### src/rtl/data_mem_arbiter.sv
// rtl/data_mem_arbiter.sv - two-requester data memory arbiter with 1-cycle read return
module data_mem_arbiter #(
    parameter int ADDR_SIZE = 7
) (
    input  logic        clk,
    input  logic        rst,
    input  logic        m0_req_valid,
    output logic        m0_req_ready,
    input  logic        m0_req_we,
    input  logic [31:0] m0_req_addr,
    input  logic [31:0] m0_req_wdata,
    output logic        m0_rsp_valid,
    output logic [31:0] m0_rsp_rdata,
    input  logic        m1_req_valid,
    output logic        m1_req_ready,
    input  logic        m1_req_we,
    input  logic [31:0] m1_req_addr,
    input  logic [31:0] m1_req_wdata,
    output logic        m1_rsp_valid,
    output logic [31:0] m1_rsp_rdata,
    output logic [31:0] mem_read_addr,
    input  logic [31:0] mem_read_data,
    output logic [31:0] mem_write_addr,
    output logic [31:0] mem_write_data,
    output logic        mem_write_enable,
    output logic        range_err
);

    logic        prio;
    logic        pend_valid;
    logic        pend_owner;
    logic        grant0;
    logic        grant1;
    logic        xfer;
    logic        sel_we;
    logic [31:0] sel_addr;
    logic [31:0] sel_wdata;
    logic        out_of_range;

    // prio only matters when both requesters contend
    assign grant0 = m0_req_valid & (~m1_req_valid | ~prio);
    assign grant1 = m1_req_valid & (~m0_req_valid | prio);
    assign xfer   = grant0 | grant1;

    assign m0_req_ready = grant0;
    assign m1_req_ready = grant1;

    always_comb begin
        sel_we    = 1'b0;
        sel_addr  = 32'd0;
        sel_wdata = 32'd0;
        if (grant0) begin
            sel_we    = m0_req_we;
            sel_addr  = m0_req_addr;
            sel_wdata = m0_req_wdata;
        end else if (grant1) begin
            sel_we    = m1_req_we;
            sel_addr  = m1_req_addr;
            sel_wdata = m1_req_wdata;
        end
    end

    assign out_of_range = (sel_addr >> (ADDR_SIZE + 1)) != 32'd0;

    assign mem_write_enable = xfer & sel_we;
    assign mem_write_addr   = mem_write_enable ? sel_addr : 32'd0;
    assign mem_write_data   = mem_write_enable ? sel_wdata : 32'd0;
    assign mem_read_addr    = (xfer & ~sel_we) ? sel_addr : 32'd0;

    always_ff @(posedge clk or posedge rst) begin
        if (rst) begin
            prio       <= 1'b0;
            pend_valid <= 1'b0;
            pend_owner <= 1'b0;
            range_err  <= 1'b0;
        end else begin
            if (xfer) begin
                prio <= grant0;
            end
            pend_valid <= xfer & ~sel_we;
            pend_owner <= grant1;
            if (xfer && out_of_range) begin
                range_err <= 1'b1;
            end
        end
    end

    // the memory returns data one cycle after the address, matching the pending tag
    assign m0_rsp_valid = pend_valid & ~pend_owner;
    assign m1_rsp_valid = pend_valid & pend_owner;
    assign m0_rsp_rdata = m0_rsp_valid ? mem_read_data : 32'd0;
    assign m1_rsp_rdata = m1_rsp_valid ? mem_read_data : 32'd0;

endmodule

### config.mk
export PLATFORM = sky130hd
export DESIGN_NAME = data_mem_arbiter
export DESIGN_NICKNAME = d
export VERILOG_FILES = /design/src/rtl/data_mem_arbiter.sv
export SDC_FILE = /design/constraint.sdc
export NUM_CORES = 1
export LEC_CHECK = 0
export ABC_AREA = 1
export BUFFER_PORTS_ARGS = -buffer_cell sky130_fd_sc_hd__buf_2
export CAP_MARGIN = 5
export CORE_AREA = 10 10 122 124
export DETAILED_ROUTE_END_ITERATION = 6
export DIE_AREA = 0 0 132 134
export GPL_TIMING_DRIVEN = 0
export SETUP_SLACK_MARGIN = 0.02
export SYNTH_ARGS = -nofsm -noshare
export SYNTH_HDL_FRONTEND = slang
export SYNTH_SLANG_ARGS = --single-unit
### constraint.sdc
create_clock -name clk -period 1.8 [get_ports clk]
set_clock_uncertainty 0.2 [all_clocks]
set_input_delay 0.27 -clock clk [delete_from_list [all_inputs] [get_ports clk]]
set_output_delay 0.27 -clock clk [all_outputs]
set_load 0.01 [all_outputs]
* After elaboration in Yosys (flattened, before gate mapping)
Index checks and enable logic that the tools add are counted. W data, S select, Z words.
Cells by class: multiplexer cells 11, bitwise gates (word level) 14, reductions and logical operators 2
Operator list (count):
- $mux W32 | 9
- $reduce_bool A32 Y1 | 1
- $and A1 B1 Y1 | 6
- $not A1 Y1 | 5
- $or A1 B1 Y1 | 3
- $mux W1 | 2
- $logic_and A1 B1 Y1 | 1
Storage, ports and cells: register bits 4, bits of input ports 166, output and inout bits 166, word-level logic and storage cells 31

* Depth between registers and ports, before layout
word-level depth 8, depth in mapped cells 11, mapped depth without buffers 9

* Least setup slack after synthesis
No wires, ideal clock.
path type input-to-output, from in m0_req_valid, to out mem_write_data[22], data arrival time 1323 ps, required time 1330 ps, path slack 7 ps, stages on the path 8, path buffers 2, cells stage by stage buf_4 -> inv_2 -> nand2_1 -> nand2_4 -> buf_1 -> a22o_1 -> nand2_1 -> inv_1
Between the ends: word-level cells in the longest chain between the ends 7, elaborated cells between the ends (all ways) 11, those cells by class mux (5); bitwise (6)
Ends and longest elaborated chain:
- start, declared | RTL line 7 | input logic m0_req_valid,
- $not A1 Y1 * | RTL line 42 | assign grant1 = m1_req_valid & (~m0_req_valid | prio);
- $or A1 B1 Y1 * | RTL line 42
- $and A1 B1 Y1 * | RTL line 42
- named net m1_req_ready | RTL line 15 | output logic m1_req_ready,
- $mux W1 | RTL line 56 | end else if (grant1) begin
- $mux W1 | RTL line 52 | if (grant0) begin
- $and A1 B1 Y1 | RTL line 65 | assign mem_write_enable = xfer & sel_we;
- $mux W32 * | RTL line 67 | assign mem_write_data = mem_write_enable ? sel_wdata : 32'd0;
- end, declared | RTL line 24 | output logic [31:0] mem_write_data,
The timed path passes the listed nets; every way through them passes the cells marked *.

* Worst setup path in the final report
from reg prio, to out mem_read_addr[27]
Between the ends: word-level cells in the longest chain between the ends 7, elaborated cells between the ends (all ways) 13, those cells by class mux (5); bitwise (8)
Ends and longest elaborated chain:
- start, declared | RTL line 29 | logic prio;
- start signal, assigned | RTL line 78 | prio <= grant0;
- $or A1 B1 Y1 or $not A1 Y1 (tied branches) | RTL line 42, 41
- $and A1 B1 Y1 or $or A1 B1 Y1 (tied branches) | RTL line 42, 41
- $mux W1 or $and A1 B1 Y1 (tied branches) | RTL line 56, 41
- $mux W1 | RTL line 52
- $not A1 Y1 | RTL line 68 | assign mem_read_addr = (xfer & ~sel_we) ? sel_addr : 32'd0;
- $and A1 B1 Y1 | RTL line 68
- $mux W32 * | RTL line 68
- end, declared | RTL line 21 | output logic [31:0] mem_read_addr,
Every way passes the cells marked *; elsewhere a longest branch is shown, timed or not.

==> key figures <==
Run
  – Max Cap Viol: 0

Synth
  – Syn_area_per_cell: 4.671 µm²
  – Yosys cell types: 21
  – Mux cell area share after synthesis: 0%
  – Compound-Gate Fraction of Synth Area: 21.67%
  – Yosys reg bits: 4
  – Post-synthesis cell area: 2223 µm²
  – Synth Area in Adders: 0%
  – XOR/XNOR Fraction of Synth Area: 0%
  – Sequential element share of the synthesized area: 4.502%
  – Post-synthesis simple-gate area fraction: 42.49%
  – Post-Synthesis Cells: 476
  – Largest family of logic cells by synthesized area: simple AND/OR/NAND/NOR gates
  – Yosys warns: 0
  – Syn nets: 642

Finish
  – Nets: 995
  – Layout cell share with drive strength beyond 1: 51.03%
  – Leading cell type in the layout, fill and taps excluded: buf_2
  – Final antenna diode count: 0
  – Area delta synth->final: 114.1%
  – Post-Layout Inst Area: 4760 µm²
  – Commonest non-fill, non-tap cells in the layout: buf_2 (310), inv_1 (133), nand2_1 (101)

Die
  – Die Footprint: 17,690 µm²
  – DIE HEIGHT: 134 µm
  – Die Wd: 132 µm
  – Starting Density: 17.84%
  – Row count: 41
  – Core Box Area: 12,470 µm²
  – I/O pins: 332

Power
  – Cell leakage power: 0.003517 µW
  – P_sw: 1039 µW
  – Combinational Power Share: 79.7%
  – Flop pwr share: 4.9%
  – Clock share of power: 15.4%
  – Pwr per Cell Area: 466.0 nW/µm²
  – Sw frac: 46.83%
  – Maximum vdd drop: 0.0003345 V
  – Internal: 1179 µW

Setup path
  – Crit path from: prio$_DFFE_PP0P_
  – FF-to-FF End: range_err$_DFFE_PP0P_
  – Critical Path Source Type: flip-flop
  – Critical Path AT: 1.67 ns
  – Req. time, crit path: 1.33 ns
  – Worst Path Max Fanout: 10
  – Max stage delay on crit path: 0.39 ns
  – Worst r2r path cells: 10
  – R2R Setup Slk: -0.14 ns
  – CP Class: flip-flop to primary output
  – Crit-path slowest cell: dfrtp_1
  – Worst reg2reg startpoint: prio$_DFFE_PP0P_
  – Worst Setup End Kind: primary output
  – CP Cell Sequence: nand2_4 > nand2_8 > inv_8 > o21a_4 > o21ai_4 > buf_8 > a21oi_2 > buf_2

Run status
  – Failing checks: setup timing
  – Outcome: finished with violations

Placed design
  – Final Wtd Congestion: 0.8262
  – Dpl ws: -0.4313 ns
  – Post-DP Area: 4086 µm²
  – Port bufs: 329
  – HPWL Detailed: 13.61 mm

GRT
  – Grt ovf: 0
  – Number of global-route vias before repair: 4,324
  – Initial antenna violation count: 0
  – Largest net degree at the start of global routing: 12
  – Gr usage total: 16.23%
  – First-pass GRT wire length: 23.43 mm

Drt
  – Vias: 4,118
  – # DRC: 0
  – Routed vias/inst: 4.122
  – Drt first pass iters: 4
  – Initial DRC Count: 139
  – Antenna-violating nets left: 0
  – DRT Wirelength: 15.87 mm
  – Mean routed wirelength per cell: 15.88 µm

STA
  – Final Hold Fails: 0
  – RSZ-0062 raised after global routing: yes
  – Worst Tran Pin Value: 0.4891 ns
  – Setup TNS: -27.82 ns
  – Final Max Tran Viols: 0
  – Final period util: 119.1%
  – Final worst slack: -0.3445 ns
  – Period minus WS final: 2.144 ns
  – Slew margin rel.: 67.40%
  – Final setup vio count: 98
  – Fmax: 466.3 MHz

Clock tree
  – Root buffer cell: clkbuf_16
  – Num Clock Sinks: 4
  – Worst-path clk slew: 0.03 ns
  – TritonCTS buffer count: 3
  – TritonCTS clock tree: yes
  – Clock Tree Buf Depth: 2
  – Htree depth: 1
  – Clk_lat worst skew: 0.22 ns

Worst hold path
  – Worst Hold Class: primary input to async pin
[layout make-up]
cell class	instances	area [µm²]
tap	172	215.2
fill	1445	7706
clock buffer	3	75.07
multi-input combinational	303	1559
sequential	4	100.1
inverter	139	541.8
buffer	28	292.8
timing repair buffer	350	1976
[cell usage after synthesis]
cell type / instances / area share [%]
a21oi_1: 20 / 4.5
a22o_1: 32 / 13
buf_1: 1 / 0.17
buf_2: 7 / 1.6
buf_4: 11 / 3.7
buf_6: 1 / 0.51
clkbuf_1: 10 / 1.7
dfrtp_1: 4 / 4.5
inv_1: 134 / 23
inv_2: 3 / 0.51
inv_4: 2 / 0.56
nand2_1: 112 / 19
nand2_2: 1 / 0.28
nand2_4: 2 / 1.0
nand3_1: 28 / 6.3
nand4_1: 1 / 0.28
nor2_1: 93 / 16
o21a_4: 1 / 0.68
o21ai_0: 4 / 0.90
o21ai_4: 1 / 0.73
o22ai_1: 8 / 2.3
[cell families after synthesis]
kind of cell           Yosys count
AOI/OAI and AO/OA               66
buffers and inverters          169
DFF                              4
and+or+nand+nor                237
[sequential cells by signal, indices dropped and copies added (netlist names)]
name	flops
prio	1
pend_valid	1
range_err	1
pend_owner	1
[worst max-delay path: cells and delay by family, from the launching register on]
kind | cells | cell delay [ns]
flip-flops | 1 | 0.39
AO/OA/AOI/OAI | 3 | 0.41
AND/OR/NAND/NOR | 2 | 0.24
buffers and inverters | 3 | 0.39
[timing repair]
action	CTS	global route
endpoints found under the hold margin	4	0
pin swaps	6	7
setup endpoints to repair	160	129
hold buffers	1	0
resized for setup	100	19
setup buffers	17	2
cloned	2	0
[routing by layer]
layer / wire length (µm) / global-route usage, % / vias up
met5: 0 / 0 / -
met4: 187 / 2.719 / 0
met3: 1303 / 5.452 / 12
met2: 8278 / 31.44 / 200
met1: 6098 / 16.64 / 1795
li1: - / - / 2111
[power groups by stage]
| stage | clock network (µW) | registers [µW] | logic [µW] |
|---|---|---|---|
| final | 343 | 108 | 1770 |
| after global routing | 362 | 109 | 1930 |
| after CTS | 349 | 107 | 1750 |
| after detailed placement | 0 | 106 | 1490 |
| after global placement | 0 | 106 | 1490 |
| after floorplan | 0 | 106 | 810 |
[how the worst max path moves through the flow]
stage	endpoint	cells after the start	slack [ns]
final	mem_read_addr[27]	8	-0.34
after detailed placement	mem_write_data[25]	10	-0.43
after floorplan	mem_read_addr[24]	8	0.01
after CTS	mem_read_addr[27]	8	-0.34
after global placement	mem_read_addr[26]	9	-0.42
after global routing	mem_read_addr[27]	8	-0.42
[per-stage QoR]
step	std cells	power (µW)	hold WS [ns]	utilization (%)
3_3_place_gp	977	1601	-0.01857	32.78
4_1_cts	997	2208	0.3173	37.63
5_1_grt	999	2405	0.3343	38.18
3_5_place_dp	977	1595	-0.01562	32.78
6_report	999	2218	0.3086	38.18
2_1_floorplan	476	915.3	-0.1639	-
Power figures use the tool's default switching activity.
